File: src/rtl/lsu_mem_master.sv
// Load/store unit memory master: one request at a time, single-word bus.
// Sub-word stores are done as read-modify-write; loads are extended to 32 bits.
module lsu_mem_master #(
    parameter int ADDR_WIDTH = 32,
    parameter int DATA_WIDTH = 32
) (
    input  logic                  clk,
    input  logic                  reset_n,
    input  logic                  req_valid,
    output logic                  req_ready,
    input  logic                  req_we,
    input  logic [1:0]            req_size,
    input  logic                  req_unsigned,
    input  logic [ADDR_WIDTH-1:0] req_addr,
    input  logic [DATA_WIDTH-1:0] req_wdata,
    output logic                  resp_valid,
    input  logic                  resp_ready,
    output logic [DATA_WIDTH-1:0] resp_rdata,
    output logic                  resp_err,
    output logic                  mem_read,
    output logic                  mem_write,
    output logic [ADDR_WIDTH-1:0] mem_addr,
    output logic [DATA_WIDTH-1:0] mem_wdata,
    input  logic [DATA_WIDTH-1:0] mem_rdata
);

    localparam logic [2:0] IDLE = 3'd0;
    localparam logic [2:0] RD   = 3'd1;
    localparam logic [2:0] CAP  = 3'd2;
    localparam logic [2:0] WR   = 3'd3;
    localparam logic [2:0] RESP = 3'd4;

    localparam logic [1:0] SZ_B = 2'b00;
    localparam logic [1:0] SZ_H = 2'b01;
    localparam logic [1:0] SZ_W = 2'b10;

    logic [2:0]            state;
    logic [2:0]            state_nxt;
    logic                  we_q;
    logic                  uns_q;
    logic                  err_q;
    logic [1:0]            size_q;
    logic [ADDR_WIDTH-1:0] addr_q;
    // Holds store data until the merge, then the outgoing word or load result.
    logic [DATA_WIDTH-1:0] data_q;

    logic                  accept;
    logic                  req_err;
    logic [7:0]            lane_b;
    logic [15:0]           lane_h;
    logic [DATA_WIDTH-1:0] load_ext;
    logic [DATA_WIDTH-1:0] merged;

    assign accept = req_valid && (state == IDLE);

    // Classify illegal size or misaligned address at request time.
    always_comb begin
        req_err = 1'b0;
        unique case (req_size)
            SZ_B:    req_err = 1'b0;
            SZ_H:    req_err = req_addr[0];
            SZ_W:    req_err = |req_addr[1:0];
            default: req_err = 1'b1;
        endcase
    end

    // Pick the addressed lane, extend it, and build the merged store word.
    always_comb begin
        lane_b = 8'h00;
        unique case (addr_q[1:0])
            2'd0: lane_b = mem_rdata[7:0];
            2'd1: lane_b = mem_rdata[15:8];
            2'd2: lane_b = mem_rdata[23:16];
            2'd3: lane_b = mem_rdata[31:24];
            default: lane_b = 8'h00;
        endcase
        lane_h = addr_q[1] ? mem_rdata[31:16] : mem_rdata[15:0];

        load_ext = mem_rdata;
        if (size_q == SZ_B)
            load_ext = {{24{lane_b[7] & ~uns_q}}, lane_b};
        else if (size_q == SZ_H)
            load_ext = {{16{lane_h[15] & ~uns_q}}, lane_h};

        merged = mem_rdata;
        if (size_q == SZ_B) begin
            unique case (addr_q[1:0])
                2'd0: merged[7:0]   = data_q[7:0];
                2'd1: merged[15:8]  = data_q[7:0];
                2'd2: merged[23:16] = data_q[7:0];
                2'd3: merged[31:24] = data_q[7:0];
                default: merged = mem_rdata;
            endcase
        end else if (addr_q[1]) begin
            merged = {data_q[15:0], mem_rdata[15:0]};
        end else begin
            merged = {mem_rdata[31:16], data_q[15:0]};
        end
    end

    // Sequence each request through read, capture, write and response.
    always_comb begin
        state_nxt = state;
        unique case (state)
            IDLE: begin
                if (req_valid) begin
                    if (req_err)
                        state_nxt = RESP;
                    else if (req_we && req_size == SZ_W)
                        state_nxt = WR;
                    else
                        state_nxt = RD;
                end
            end
            RD:      state_nxt = CAP;
            CAP:     state_nxt = we_q ? WR : RESP;
            WR:      state_nxt = RESP;
            RESP:    state_nxt = resp_ready ? IDLE : RESP;
            default: state_nxt = IDLE;
        endcase
    end

    // State register; reset aborts any transfer in flight.
    always_ff @(posedge clk or negedge reset_n) begin
        if (!reset_n)
            state <= IDLE;
        else
            state <= state_nxt;
    end

    // Latch the request on accept, then replace data with the read result.
    always_ff @(posedge clk or negedge reset_n) begin
        if (!reset_n) begin
            we_q   <= 1'b0;
            uns_q  <= 1'b0;
            err_q  <= 1'b0;
            size_q <= 2'b00;
            addr_q <= '0;
            data_q <= '0;
        end else if (accept) begin
            we_q   <= req_we;
            uns_q  <= req_unsigned;
            err_q  <= req_err;
            size_q <= req_size;
            addr_q <= req_addr;
            data_q <= req_err ? '0 : req_wdata;
        end else if (state == CAP) begin
            data_q <= we_q ? merged : load_ext;
        end
    end

    assign req_ready  = (state == IDLE);
    assign resp_valid = (state == RESP);
    assign resp_err   = resp_valid && err_q;
    assign resp_rdata = (resp_valid && !we_q && !err_q) ? data_q : '0;
    assign mem_read   = (state == RD);
    assign mem_write  = (state == WR);
    assign mem_addr   = (mem_read || mem_write)
                      ? {addr_q[ADDR_WIDTH-1:2], 2'b00} : '0;
    assign mem_wdata  = mem_write ? data_q : '0;

endmodule
File: config.mk
export PLATFORM = sky130hd
export DESIGN_NAME = lsu_mem_master
export DESIGN_NICKNAME = d
export VERILOG_FILES = /design/src/rtl/lsu_mem_master.sv
export SDC_FILE = /design/constraint.sdc
export NUM_CORES = 1
export LEC_CHECK = 0
export ABC_CLOCK_PERIOD_IN_PS = 2000
export CORE_ASPECT_RATIO = 1.25
export CORE_MARGIN = 2
export CORE_UTILIZATION = 34
export CTS_CLUSTER_DIAMETER = 50
export DETAILED_ROUTE_END_ITERATION = 6
export GPL_TIMING_DRIVEN = 0
export MAX_ROUTING_LAYER = met4
export PLACE_DENSITY = 0.71
export SKIP_CTS_REPAIR_TIMING = 1
export SLEW_MARGIN = 40
export SYNTH_ARGS = -nofsm -noshare
export SYNTH_HDL_FRONTEND = slang
export SYNTH_SLANG_ARGS = --single-unit
File: constraint.sdc
create_clock -name clk -period 2 [get_ports clk]
set_clock_uncertainty 0.05 [all_clocks]
set_input_delay 0.3 -clock clk [delete_from_list [all_inputs] [get_ports clk]]
set_output_delay 0.3 -clock clk [all_outputs]
set_load 0.01 [all_outputs]
==> impl_results.md <==
* Status: complete, but fails checks
* Failing checks: negative setup slack
* Cell at the root of the clock tree: sky130_fd_sc_hd__clkbuf_16
* End point of the worst hold path: size_q[0]$_DFFE_PN0P_
* Number of nets with antenna violations after routing at 0
* Highest fanout seen on the critical path at 7
* Peak Freq at 459 MHz
* Post-Layout Inst Area at between 0.008 and 0.009 mm²
* Area added between synthesis and finish at 73.3%
* Min-delay worst type: in -> reg
* Clock sink count at 72
* Skew-Pair Late Insertion Delay at between 300 and 400 ps
* Remaining design rule violation count at 0
* Number of standard cells after synthesis at 610
* Max Transition Viols Final at 0
* Clock edge transition at the registers on the reported setup and hold paths at roughly 60 ps
* Chip Height at approximately 140 µm
* Crit Path Category: reg -> out
* Crit Reg-Reg Startpoint: addr_q[0]$_DFFE_PN0P_
* Data arrival, critical path at ~1800 ps
* Io pins at 205
* Number of antenna violations at the first check in global routing at 1
* Share of flip-flops with an asynchronous set or reset after synthesis at 1.00
* Weighted congestion reported at the end of routability-driven placement at 0.956
* Endpoints failing hold at 0
* Setup repair after global routing missed its margin: yes
* Buffers & Inverters on Critical Path at 3
* Vias at between 5000 and 6000
* Share of cells above drive strength 1 at 0.257
* Sequential share of the synthesized area at 0.367
* Worst rel slew slack at 0.653
* Die area at 0.0154 mm²
* Vias in the first global route at 5222
* Critical hold path startpoint: req_size[0]
* FF-to-FF End: data_q[15]$_DFFE_PN0P_
* Fillers at 1217
* TritonCTS clock tree: built
* GRT Total Usage at 0.235
* Worst-path cell chain: nor2_4 > nand2_4 > nor3_4 > buf_12 > clkbuf_16 > and2_4 > buf_6
* Top Metal Used: met4
* Setup WS post-layout at -177 ps
* Number of synthesis warnings at 0
* Cell family with the largest share of critical-path delay: simple AND/OR/NAND/NOR gates
* Htree depth at 3
* Filler-free cell count of the finished design at 1039
* TritonCTS buffer count at 9
* Number of search-and-repair iterations in the first detailed-routing pass at 5
* Via-to-Cell Ratio at 5.38
* Die span in x at 111 µm
* Endpoint class of the critical path: output port
* Number of DRC violations after detailed-routing iteration 0 at 581
* Number of endpoints failing setup at the final stage at 41
* Wire length on met3 at 1.01 mm
* Leakage power summed over all cells at between 4 and 5 nW
* Met2 wirelength from detailed routing at 9.92 mm
* Largest net degree at the start of global routing at 38
* Synthesized flop and latch total at 72
* Total routed wirelength at 19.2 mm
* Ratio of total power to cell area at 1260 mW/mm²
* Hold WS at approximately 260 ps
* Worst EP required at 1650 ps
* Delay of the slowest cell on the worst path at 450 ps
* Post-Route M1 WL at 7.82 mm
* Placed cells at 992
* Yosys cell types at 46
* Clk buf depth at 2
* Worst-case register-to-register setup slack at -120 ps
* DR WL/cell at 18.5 µm
* Slew at the pin closest to its max-slew limit at 520 ps
* Placed Area at 0.00717 mm²
* Std cell rows at 49
* Effective utilization at floorplan at 0.345
* Detailed Place HPWL at about 14 mm
* Post-layout minimum cycle time at approximately 2200 ps
* Worst-case reg-to-reg path depth at 6
* Synthesized area per cell at 8.04 µm²
* Max_cap viols at 0
* Number of stages on the worst hold path at 3
* Core area at 0.0142 mm²
* Startpoint type of the worst setup path: register
* Congestion Overflow GR at 0
* Global-route wire length before repair at 28.1 mm
* Post-synth EDFFs at 0
* Post-route fraction of the period consumed by the critical path at 1.09
* Cell area after technology mapping at around 0.005 mm²
* Maximum vdd ir drop at a little over 0.6 mV
* Buffers added on ports at 202
* Slowest stage cell on the critical path: sky130_fd_sc_hd__dfrtp_2
* Flip-flop cell with the highest count after synthesis: sky130_fd_sc_hd__dfrtp_1
* Number of nets in the final layout at ~960
==> power breakdown <==
part	leakage [nW]	internal [mW]	total (mW)	switching, mW
Clock	0.150	0.979	1.65	0.676
Combinational	3.92	2.91	6.33	3.42
Sequential	0.892	2.14	2.72	0.588
==> state kept, by name (all words and copies together) (netlist names) <==
register / flops
uns_q: 1
size_q: 2
state: 3
addr_q: 32
data_q: 32
err_q: 1
we_q: 1
==> Yosys cell counts (2+ instances only) <==
master / count / area (µm²)
sky130_fd_sc_hd__buf_6: 2 / 22.5
sky130_fd_sc_hd__a21oi_1: 6 / 30.0
sky130_fd_sc_hd__buf_2: 9 / 45.0
sky130_fd_sc_hd__buf_4: 3 / 22.5
sky130_fd_sc_hd__a221oi_1: 24 / 210
sky130_fd_sc_hd__a31oi_1: 16 / 100
sky130_fd_sc_hd__nand2_1: 164 / 616
sky130_fd_sc_hd__nand2b_1: 3 / 18.8
sky130_fd_sc_hd__nor2b_1: 3 / 18.8
sky130_fd_sc_hd__a32oi_1: 7 / 61.3
sky130_fd_sc_hd__a22oi_1: 7 / 52.6
sky130_fd_sc_hd__o21ai_0: 30 / 150
sky130_fd_sc_hd__mux2_2: 9 / 101
sky130_fd_sc_hd__inv_1: 13 / 48.8
sky130_fd_sc_hd__and2_1: 65 / 407
sky130_fd_sc_hd__buf_1: 4 / 15.0
sky130_fd_sc_hd__nor3_1: 9 / 45.0
sky130_fd_sc_hd__a311oi_1: 2 / 17.5
sky130_fd_sc_hd__clkbuf_1: 33 / 124
sky130_fd_sc_hd__and3_1: 33 / 206
sky130_fd_sc_hd__o31ai_1: 8 / 60.1
sky130_fd_sc_hd__nor2_1: 22 / 82.6
sky130_fd_sc_hd__a221o_1: 17 / 170
sky130_fd_sc_hd__dfrtp_1: 72 / 1800
sky130_fd_sc_hd__mux2i_1: 24 / 240
sky130_fd_sc_hd__a21o_1: 2 / 15.0
sky130_fd_sc_hd__o21ai_1: 4 / 20.0
==> worst min-delay path: cells and delay by family <==
family | cells | cell delay [ps]
buffers and inverters | 1 | 170
AND/OR/NAND/NOR | 2 | 140
==> placed cells by master, fill, tap and decap left out, types with 9 or more instances in the layout <==
master | netlist | layout
sky130_fd_sc_hd__a221o_1 | 17 | 17
sky130_fd_sc_hd__a221oi_2 | 0 | 15
sky130_fd_sc_hd__a31oi_1 | 16 | 16
sky130_fd_sc_hd__and2_1 | 65 | 33
sky130_fd_sc_hd__and2_4 | 0 | 30
sky130_fd_sc_hd__and3_1 | 33 | 33
sky130_fd_sc_hd__buf_4 | 3 | 26
sky130_fd_sc_hd__buf_6 | 2 | 41
sky130_fd_sc_hd__clkbuf_16 | 0 | 11
sky130_fd_sc_hd__clkbuf_2 | 0 | 17
sky130_fd_sc_hd__clkdlybuf4s50_1 | 0 | 99
sky130_fd_sc_hd__dfrtp_1 | 72 | 69
sky130_fd_sc_hd__dlymetal6s2s_1 | 0 | 64
sky130_fd_sc_hd__inv_1 | 13 | 11
sky130_fd_sc_hd__mux2_2 | 9 | 9
sky130_fd_sc_hd__mux2i_1 | 24 | 24
sky130_fd_sc_hd__nand2_1 | 164 | 160
sky130_fd_sc_hd__nor2_1 | 22 | 20
sky130_fd_sc_hd__o21ai_0 | 30 | 28
==> layout make-up <==
cell class                      count  area [µm²]  share of cell area
Clock buffer                        9         225              0.0265
Buffer                             48         355              0.0418
Timing Repair Buffer              235        2550               0.300
Tap cell                          178         223              0.0262
Sequential cell                    72        1810               0.212
Inverter                           13        52.6             0.00618
Antenna cell                        1        2.50            0.000295
Clock inverter                      7        78.8             0.00928
Multi-Input combinational cell    476        3210               0.377
==> layer usage <==
layer | global-route usage | vias up
met5 | - | -
met4 | 0.0858 | 0
met3 | 0.0254 | 40
met2 | 0.397 | 240
met1 | 0.292 | 2659
li1 | - | 2649
==> worst max-delay path by stage <==
stage	startpoint	end	slack, ps	cells after the start
6_report	state[0]$_DFFE_PN0P_	resp_rdata[1]	-180	7
3_3_place_gp	reset_n	addr_q[26]$_DFFE_PN0P_	-2100	1
4_1_cts	state[1]$_DFFE_PN0P_	resp_rdata[11]	-1190	7
2_1_floorplan	addr_q[0]$_DFFE_PN0P_	data_q[15]$_DFFE_PN0P_	110	6
3_5_place_dp	state[1]$_DFFE_PN0P_	resp_rdata[11]	-830	7
5_1_grt	state[0]$_DFFE_PN0P_	resp_rdata[1]	-240	7
==> logic make-up (layout without fill, tap and decap cells) <==
group	count (synthesis)	count (layout)	synth area share
AND/OR/NAND/NOR	305	306	0.298
AO/OA/AOI/OAI	134	134	0.203
multiplexers	34	34	0.0743
other	1	3	0.000765
flip-flops	72	72	0.367
buffers and inverters	64	312	0.0566
==> stage by stage <==
step | setup TNS [ps] | total power, mW | setup WS [ps] | utilization
after CTS | -103560 | 9.24 | -1190 | 0.526
after global routing | -8020 | 11.4 | -245 | 0.597
after detailed placement | -79460 | 7.56 | -827 | 0.504
after global placement | -228450 | 7.46 | -2100 | 0.503
after floorplan | 0 | 5.74 | 107 | -
final | -4740 | 10.7 | -177 | 0.597
No activity file was read; power rests on OpenSTA's default activity.
